$ cat config.mk
export PLATFORM = sky130hd
export DESIGN_NAME = bus_slave_port
export DESIGN_NICKNAME = d
export VERILOG_FILES = /design/src/rtl/bus_slave_port.sv
export SDC_FILE = /design/constraint.sdc
export NUM_CORES = 1
export LEC_CHECK = 0
export ABC_CLOCK_PERIOD_IN_PS = 3900
export CAP_MARGIN = 20
export CORE_ASPECT_RATIO = 1.75
export CORE_UTILIZATION = 50
export DETAILED_ROUTE_END_ITERATION = 8
export PLACE_DENSITY_LB_ADDON = 0.25
export SETUP_SLACK_MARGIN = 0.2
export SLEW_MARGIN = 20
export SYNTH_ARGS = -nofsm -noshare
export SYNTH_HDL_FRONTEND = slang
export SYNTH_SLANG_ARGS = --single-unit
$ cat constraint.sdc
create_clock -name clock -period 3.9 [get_ports clock]
set_input_delay 0.78 -clock clock [delete_from_list [all_inputs] [get_ports clock]]
set_output_delay 0.78 -clock clock [all_outputs]
set_load 0.05 [all_outputs]
$ cat src/rtl/bus_slave_port.sv
// bus_slave_port: bit-serial system-bus responder.
// Takes a serial header (address, burst length) from the granted master.
// Writes store into a local word memory. Reads stream back LSB first.
// A read can optionally release the bus (split) and re-request it later.
module bus_slave_port #(
    parameter int ADDR_WIDTH     = 12,
    parameter int MEM_ADDR_WIDTH = 6,
    parameter int DATA_WIDTH     = 8,
    parameter int BURST_WIDTH    = 4,
    parameter int READ_LATENCY   = 0
) (
    input  logic clock,
    input  logic rst,
    input  logic s_select,
    input  logic m_valid,
    input  logic m_data,
    input  logic m_rw,
    output logic s_ready,
    output logic s_valid,
    output logic s_data,
    output logic s_split,
    output logic split_req,
    input  logic split_grant,
    output logic busy
);

    localparam int DEPTH  = 1 << MEM_ADDR_WIDTH;
    localparam int CNT_W  = $clog2(ADDR_WIDTH + DATA_WIDTH + BURST_WIDTH + 1);
    localparam int WAIT_W = $clog2(READ_LATENCY + 2);

    typedef enum logic [3:0] {
        IDLE,
        RX_ADDR,
        RX_LEN,
        RX_WDATA,
        WR_MEM,
        SPLIT,
        RD_WAIT,
        SPLIT_REQ,
        RD_FETCH,
        TX_RDATA
    } state_t;

    state_t                    state;
    logic [ADDR_WIDTH-1:0]     addr_q;
    logic [BURST_WIDTH-1:0]    words_left;
    logic [DATA_WIDTH-1:0]     data_q;
    logic [CNT_W-1:0]          bit_cnt;
    logic [WAIT_W-1:0]         wait_cnt;
    logic                      rw_q;
    logic [MEM_ADDR_WIDTH-1:0] mem_ptr;
    logic [MEM_ADDR_WIDTH-1:0] next_ptr;
    logic [DATA_WIDTH-1:0]     mem [DEPTH];

    // Only the low address bits index the memory, and the pointer wraps
    // around the memory depth.
    assign mem_ptr  = addr_q[MEM_ADDR_WIDTH-1:0];
    assign next_ptr = mem_ptr + MEM_ADDR_WIDTH'(1);

    assign s_ready = (state == IDLE);
    assign busy    = ~s_ready;
    assign s_data  = s_valid & data_q[0];

    // Transaction sequencer: header reception, write/read data movement, split handshake
    always_ff @(posedge clock or negedge rst) begin
        if (!rst) begin
            state      <= IDLE;
            addr_q     <= '0;
            words_left <= '0;
            data_q     <= '0;
            bit_cnt    <= '0;
            wait_cnt   <= '0;
            rw_q       <= 1'b0;
            s_valid    <= 1'b0;
            s_split    <= 1'b0;
            split_req  <= 1'b0;
        end else begin
            s_split <= 1'b0;
            case (state)
                IDLE: begin
                    if (s_select && m_valid) begin
                        addr_q  <= {m_data, addr_q[ADDR_WIDTH-1:1]};
                        rw_q    <= m_rw;
                        bit_cnt <= CNT_W'(1);
                        state   <= RX_ADDR;
                    end
                end
                RX_ADDR: begin
                    if (!s_select) begin
                        state <= IDLE;
                    end else if (m_valid) begin
                        addr_q <= {m_data, addr_q[ADDR_WIDTH-1:1]};
                        if (bit_cnt == CNT_W'(ADDR_WIDTH - 1)) begin
                            bit_cnt <= '0;
                            state   <= RX_LEN;
                        end else begin
                            bit_cnt <= bit_cnt + CNT_W'(1);
                        end
                    end
                end
                RX_LEN: begin
                    if (!s_select) begin
                        state <= IDLE;
                    end else if (m_valid) begin
                        words_left <= {m_data, words_left[BURST_WIDTH-1:1]};
                        if (bit_cnt == CNT_W'(BURST_WIDTH - 1)) begin
                            bit_cnt <= '0;
                            if (!rw_q) begin
                                state <= RX_WDATA;
                            end else if (READ_LATENCY == 0) begin
                                state <= RD_FETCH;
                            end else begin
                                state   <= SPLIT;
                                s_split <= 1'b1;
                            end
                        end else begin
                            bit_cnt <= bit_cnt + CNT_W'(1);
                        end
                    end
                end
                RX_WDATA: begin
                    if (!s_select) begin
                        state <= IDLE;
                    end else if (m_valid) begin
                        data_q <= {m_data, data_q[DATA_WIDTH-1:1]};
                        if (bit_cnt == CNT_W'(DATA_WIDTH - 1)) begin
                            bit_cnt <= '0;
                            state   <= WR_MEM;
                        end else begin
                            bit_cnt <= bit_cnt + CNT_W'(1);
                        end
                    end
                end
                WR_MEM: begin
                    addr_q[MEM_ADDR_WIDTH-1:0] <= next_ptr;
                    if (words_left == '0) begin
                        state <= IDLE;
                    end else begin
                        words_left <= words_left - BURST_WIDTH'(1);
                        state      <= RX_WDATA;
                    end
                end
                SPLIT: begin
                    wait_cnt <= '0;
                    state    <= RD_WAIT;
                end
                RD_WAIT: begin
                    if (wait_cnt == WAIT_W'(READ_LATENCY - 1)) begin
                        split_req <= 1'b1;
                        state     <= SPLIT_REQ;
                    end else begin
                        wait_cnt <= wait_cnt + WAIT_W'(1);
                    end
                end
                SPLIT_REQ: begin
                    if (split_grant) begin
                        split_req <= 1'b0;
                        state     <= RD_FETCH;
                    end
                end
                RD_FETCH: begin
                    data_q  <= mem[mem_ptr];
                    bit_cnt <= '0;
                    s_valid <= 1'b1;
                    state   <= TX_RDATA;
                end
                TX_RDATA: begin
                    if (bit_cnt == CNT_W'(DATA_WIDTH - 1)) begin
                        bit_cnt <= '0;
                        if (words_left == '0) begin
                            s_valid <= 1'b0;
                            state   <= IDLE;
                        end else begin
                            data_q                     <= mem[next_ptr];
                            addr_q[MEM_ADDR_WIDTH-1:0] <= next_ptr;
                            words_left                 <= words_left - BURST_WIDTH'(1);
                        end
                    end else begin
                        data_q  <= {1'b0, data_q[DATA_WIDTH-1:1]};
                        bit_cnt <= bit_cnt + CNT_W'(1);
                    end
                end
                default: begin
                    state <= IDLE;
                end
            endcase
        end
    end

    // Commit a fully received word; memory keeps its contents across reset
    always_ff @(posedge clock) begin
        if (state == WR_MEM) begin
            mem[mem_ptr] <= data_q;
        end
    end

endmodule

==> reports/metrics.yaml, run 1 <==
outcome:
  status: "completed"
detailed_routing:
  drc: 0
  wl_per_cell_um: 36.0
  routed_wl_um: 93000
  detail-route-antenna-nets: 0
  via_per_inst: 7.05
  drtPass1Iterations: 6
  via_count: 18238
  drt_iter0_drc: 2513
hold_path:
  hp-class: "primary input to async pin"
timing:
  slew_headroom_pct: 25.8
  worst_slew_pin_slew_ns: 1.11
  finalSetupViolCount: 0
  finalHoldViolations: 0
  fin_worst_skew_ns: 0.0187
  maxSlewViolCount: 0
  fin_crit_sh_pct: 87.0
  holdWs_ns: 0.361
  fmax_ghz: 0.295
  setup_tns_ns: 0
  rsz0062_at_grt: "no"
  setup_ws_ns: 0.506
  timing.final.crit_period_ns: 3.39
floorplanning:
  initial_core_util_pct: 50.9
  coreArea_um2: 52600
  die_y_um: 308
  floorplan.rows: 111
  io_pins: 13
  die_w_um: 177
  die-area_um2: 54500
worst_setup_path:
  path_class: "flip-flop to flip-flop"
  required_ns: 4.39
  endpoint_kind: "flip-flop"
  arrival_ns: 3.88
  r2r_cells: 8
  start_kind: "flip-flop"
  crit_fanout: 21
global_routing:
  grt_pass1_vias: 18598
  antenna_found_initial: 1
  grt_max_degree: 66
  grt.total_usage_pct: 34.8
  grt-busiest-layer: "met2"
  met2_usage_pct: 57.1
  met1_usage_pct: 37.9
  overflow: 0
  grtUsageMet3_pct: 5.88
  grt_pass1_wl_um: 132000
placed_design:
  dp.cells: 2492
  io_buffers: 11
  post-dp-hpwl_um: 64500
  gp_congestion: 1.01
  place_ws_ns: 0.687
job:
  maxCapViolCount: 0
clock_network:
  holdBufCountCts: 0
  cts_buffer_depth: 3
  postCtsSetupBuffers: 0
  cts.sinks: 549
  clkTransAtPathRegs_ns: 0.07
  numCtsBuffers: 49
  htreeDepth: 2
  cts_tree: "yes"
  cts_resized: 0
  clock-root-buffer: "clkbuf_16"
  clk_latency_ns: 0.60
synth:
  synth_flop_cell: "edfxtp_1"
  synth-edff-count: 512
  synth_cells: 1773
  netlist_area_um2: 26800
  synth_fp_nets: 1783
  synth_area_per_cell_um2: 15.1
  yosysSeqAreaShare_pct: 60.8
  async_reset_ff_share_pct: 6.74
  yosysWarnings: 0
  ys_ff_latch: 549
  synth_cell_type_count: 82
cells_and_area:
  final_nets: 1875
  final_cell_mix: "edfxtp_1 (512), buf_4 (152), mux4_2 (149)"
  layout-drive-gt1-share_pct: 25.3
  area_delta_synth_final_pct: 12.3
  layout_commonest_cell: "edfxtp_1"
  stdcell_count: 2586
  fin_util_pct: 57.1
power_and_ir_drop:
  ir_drop_v: 0.000520
  power_density_nw_per_um2: 873
  total_leakage_power_nw: 9.92
-- final timing paths --
check                                from          to  slack (ns)
worst max-delay path            addr_q[1]   data_q[3]        0.51
worst min-delay path                  rst  bit_cnt[3]        0.36
worst max register to register  addr_q[1]   data_q[3]        0.51
worst min register to register  split_req   split_req        0.51
max in group asynchronous             rst   addr_q[1]        2.79
min in group clock              split_req   split_req        0.51
-- where the power goes --
| group | internal (mW) | switching [mW] | leakage [nW] |
|---|---|---|---|
| sequential | 7.40 | 0.738 | 4.98 |
| clock | 2.74 | 2.19 | 0.783 |
| combinational | 5.05 | 8.15 | 4.16 |
| total | 15.2 | 11.1 | 9.92 |
-- registers in the layout, summed over array words and instances (netlist names) --
signal,flops
state,4
split_req,1
data_q,8
bit_cnt,5
addr_q,12
words_left,4
mem,512
s_valid,1
wait_cnt,1
rw_q,1
-- stage by stage --
| stage | cell area [um^2] | power (mW) |
|---|---|---|
| after detailed placement | 28400 | 21.0 |
| after global placement | 28400 | 20.8 |
| after global routing | 30100 | 26.8 |
| final | 30100 | 26.3 |
| after CTS | 30100 | 25.9 |
| after floorplan | 26800 | 16.0 |
-- critical path: stages, from the launching register on --
cell and delay [ns]:
dfrtp_4 0.57, ha_4 0.59, buf_12 0.26, mux4_2 0.51
mux2i_1 0.27, o22ai_1 0.21, o21ai_0 0.46, o2111ai_1 0.19
o22a_1 0.20
-- synthesized netlist by cell type, drive strengths merged (5+ instances only) --
cell type / instances / area share (%)
and2: 10 / 0.23
mux4: 149 / 13
a31oi: 23 / 0.54
nor2: 133 / 1.9
o21ai: 70 / 1.3
nor3: 10 / 0.21
o31ai: 8 / 0.22
a32oi: 5 / 0.16
dfrtp: 37 / 3.5
mux2i: 110 / 4.1
and3: 6 / 0.14
a221o: 17 / 0.64
a22o: 14 / 0.46
nor2b: 11 / 0.27
a21o: 7 / 0.20
a21oi: 78 / 1.5
edfxtp: 512 / 57
or3: 6 / 0.14
nor3b: 5 / 0.14
o22a: 17 / 0.56
mux2: 56 / 2.4
nand2: 98 / 1.4
nand3b: 8 / 0.22
a22oi: 41 / 1.1
xnor2: 5 / 0.16
nand3: 32 / 0.62
o32ai: 10 / 0.33
inv: 10 / 0.14
o22ai: 26 / 0.61
buf: 101 / 2.6
a221oi: 42 / 1.4
a211oi: 9 / 0.25
nand4: 9 / 0.21
clkbuf: 37 / 0.52
-- routing by layer --
layer	up-vias	share of wire, %
met4	2	11
li1	7422	-
met2	1212	49
met1	9220	32
met5	-	0.014
met3	382	8.6
-- logic make-up (layout without fill, tap and decap cells) --
| logic type | after synthesis | after routing | synth area share, % |
|---|---|---|---|
| AOI/OAI and AO/OA | 407 | 407 | 10.7 |
| xor gates and xnor gates | 8 | 8 | 0.262 |
| other | 1 | 3 | 0.0140 |
| buffers and inverters | 149 | 282 | 3.25 |
| and+or+nand+nor | 341 | 341 | 5.82 |
| muxes | 315 | 315 | 19.0 |
| adders and majority gates | 3 | 3 | 0.140 |
| DFF | 549 | 549 | 60.8 |
-- final cells by class --
type / instances / area (um^2)
Multi-Input combinational cell: 1075 / 9680
Timing Repair Buffer: 179 / 1570
Sequential cell: 549 / 16300
Clock buffer: 60 / 1310
Tap cell: 678 / 848
Clock inverter: 32 / 307
Inverter: 11 / 41.3
Antenna cell: 2 / 5.00
Fill cell: 4092 / 22600
No activity file was read; power rests on OpenSTA's default activity.
==> run 2, diff against run 1 <==
- HOLD_SLACK_MARGIN: unset -> 0.12
==> results of run 2 <==
No change in the layout: final DEF, timing and power equal those of run 1.
==> run 3, diff against run 2 <==
- PLACE_DENSITY: unset -> 0.61
- PLACE_DENSITY_LB_ADDON: 0.25 -> unset
==> run 3 against run 2 <==
Net effect: final cell count down 0.39%; largest power group unchanged; critical endpoint is now data_q[1]; combinational power about the same; global-route usage rose by 0.87 points; cell area about the same.
==> reports/metrics.yaml, run 3 (synthesized netlist as in run 1, its figures left out) <==
detailed_routing:
  routed_wl_um: 94900
  detail-route-antenna-nets: 0
  via_count: 18193
  wl_per_cell_um: 36.8
  drc: 0
  drt_iter0_drc: 2182
  via_per_inst: 7.06
  drtPass1Iterations: 6
outcome:
  status: "completed"
hold_path:
  hp-class: "primary input to async pin"
worst_setup_path:
  path_class: "flip-flop to flip-flop"
  start_kind: "flip-flop"
  crit_fanout: 12
  endpoint_kind: "flip-flop"
  required_ns: 4.41
  arrival_ns: 4.04
  reg2reg_slack_ns: 0.37
  cp_slowest_cell: "and2_0"
  worstPathCellList: "buf_4 -> and2_0 -> a22oi_1 -> o21ai_0 -> a21oi_1 -> o311ai_0 -> o31ai_1 -> a41oi_1"
  max_stage_delay_ns: 0.87
timing:
  fin_worst_skew_ns: 0.0244
  timing.final.crit_period_ns: 3.53
  fmax_ghz: 0.284
  fin_crit_sh_pct: 90.4
  maxSlewViolCount: 0
  slew_headroom_pct: 28.1
  finalHoldViolations: 0
  rsz0062_at_grt: "no"
  setup_tns_ns: 0
  worst_slew_pin_slew_ns: 1.08
  finalSetupViolCount: 0
cells_and_area:
  fillers: 4082
  design_area_um2: 30100
  multi_input_area_um2: 9680
  largest_register_ffs: 512
  regMostFlops: "mem"
  area.sequential_um2: 16300
  top_regs: "mem (512), addr_q (12), data_q (8)"
  layout-drive-gt1-share_pct: 25.1
  final_cell_mix: "edfxtp_1 (512), mux4_2 (149), buf_4 (149)"
  final_nets: 1870
  area_delta_synth_final_pct: 12.2
  layout_commonest_cell: "edfxtp_1"
placed_design:
  gp_congestion: 1.01
  post-dp-hpwl_um: 66300
  place_area_um2: 28400
  io_buffers: 11
clock_network:
  cts_tree: "yes"
  holdBufCountCts: 0
  htreeDepth: 2
  clk_latency_ns: 0.61
  cts_resized: 0
  clkTransAtPathRegs_ns: 0.07
  postCtsSetupBuffers: 0
  clock-root-buffer: "clkbuf_16"
  cts.sinks: 549
  cts_buffer_depth: 3
  numCtsBuffers: 49
global_routing:
  grt-busiest-layer: "met2"
  met2_usage_pct: 58.8
  met1_usage_pct: 40.6
  grtUsageMet3_pct: 4.61
  grt_pass1_vias: 18487
  overflow: 0
  grt_pass1_wl_um: 134000
  antenna_found_initial: 2
  grt_max_degree: 66
  grt.total_usage_pct: 35.6
floorplanning:
  floorplan.rows: 111
  io_pins: 13
  die_w_um: 177
  die-area_um2: 54500
  coreArea_um2: 52600
  die_y_um: 308
  initial_core_util_pct: 50.9
power_and_ir_drop:
  p_total_mw: 26.3
  swShare_pct: 42.0
  p_int_mw: 15.3
  comb_power_share_pct: 50.0
  ir_drop_v: 0.000499
  clkPwrFrac_pct: 19.4
  power_density_nw_per_um2: 877
  total_leakage_power_nw: 9.91
  p_seq_share_pct: 30.7
  p_sw_mw: 11.1
job:
  maxCapViolCount: 0
[run 3: cell count changes in the layout (fill, tap and decap cells not counted), moves of 2 or more]
cell	delta
buf_12	-2
buf_4	-3
bufinv_16	+3
clkbuf_1	-3
clkinvlp_4	-3
[run 3: power groups by stage]
stage	logic [mW]	registers (mW)	clock network (mW)
after global placement	12.7	8.18	0
after detailed placement	12.8	8.20	0
after CTS	12.8	8.08	5.14
final	13.2	8.08	5.10
after global routing	13.5	8.12	5.34
after floorplan	7.96	8.03	0
[run 3: cell type report]
| cell class | count | area share, % |
|---|---|---|
| clock inverter | 30 | 1.17 |
| clock buffer | 57 | 4.32 |
| sequential | 549 | 54.3 |
| tap | 678 | 2.82 |
| timing repair buffer | 174 | 5.00 |
| multi-input combinational | 1075 | 32.2 |
| inverter | 11 | 0.137 |
| antenna | 2 | 0.0167 |
[run 3: critical path: cells and delay by family, from the launching register on]
family / cells / cell delay, ns
DFF: 1 / 0.57
AOI/OAI and AO/OA: 6 / 1.70
buffers and inverters: 1 / 0.28
and+or+nand+nor: 1 / 0.87
[run 3: final timing paths]
kind	startpoint	end	cells past startpoint
setup reg to reg	addr_q[1]	data_q[1]	8
setup / recovery	addr_q[1]	data_q[1]	8
min in group clock	addr_q[10]	addr_q[10]	1
max in group asynchronous	rst	data_q[1]	1
hold reg to reg	addr_q[10]	addr_q[10]	1
hold / removal	rst	addr_q[9]	1
[run 3: per-stage QoR]
stage	std cells	hold WS, ns	util (%)	setup slack, ns
after floorplan	1773	0.474	-	1.33
after global placement	2487	0.486	53.9	0.577
after detailed placement	2487	0.497	53.9	0.633
after CTS	2574	0.348	57.1	0.611
after global routing	2574	0.405	57.1	0.350
final	2576	0.332	57.1	0.375
[run 3: routing by layer]
| layer | part of all wire (%) | wire [um] | up-vias |
|---|---|---|---|
| li1 | - | - | 7404 |
| met1 | 32 | 30700 | 9310 |
| met2 | 49 | 47000 | 1136 |
| met3 | 7.9 | 7530 | 341 |
| met4 | 10 | 9640 | 2 |
| met5 | 0.016 | 15 | - |
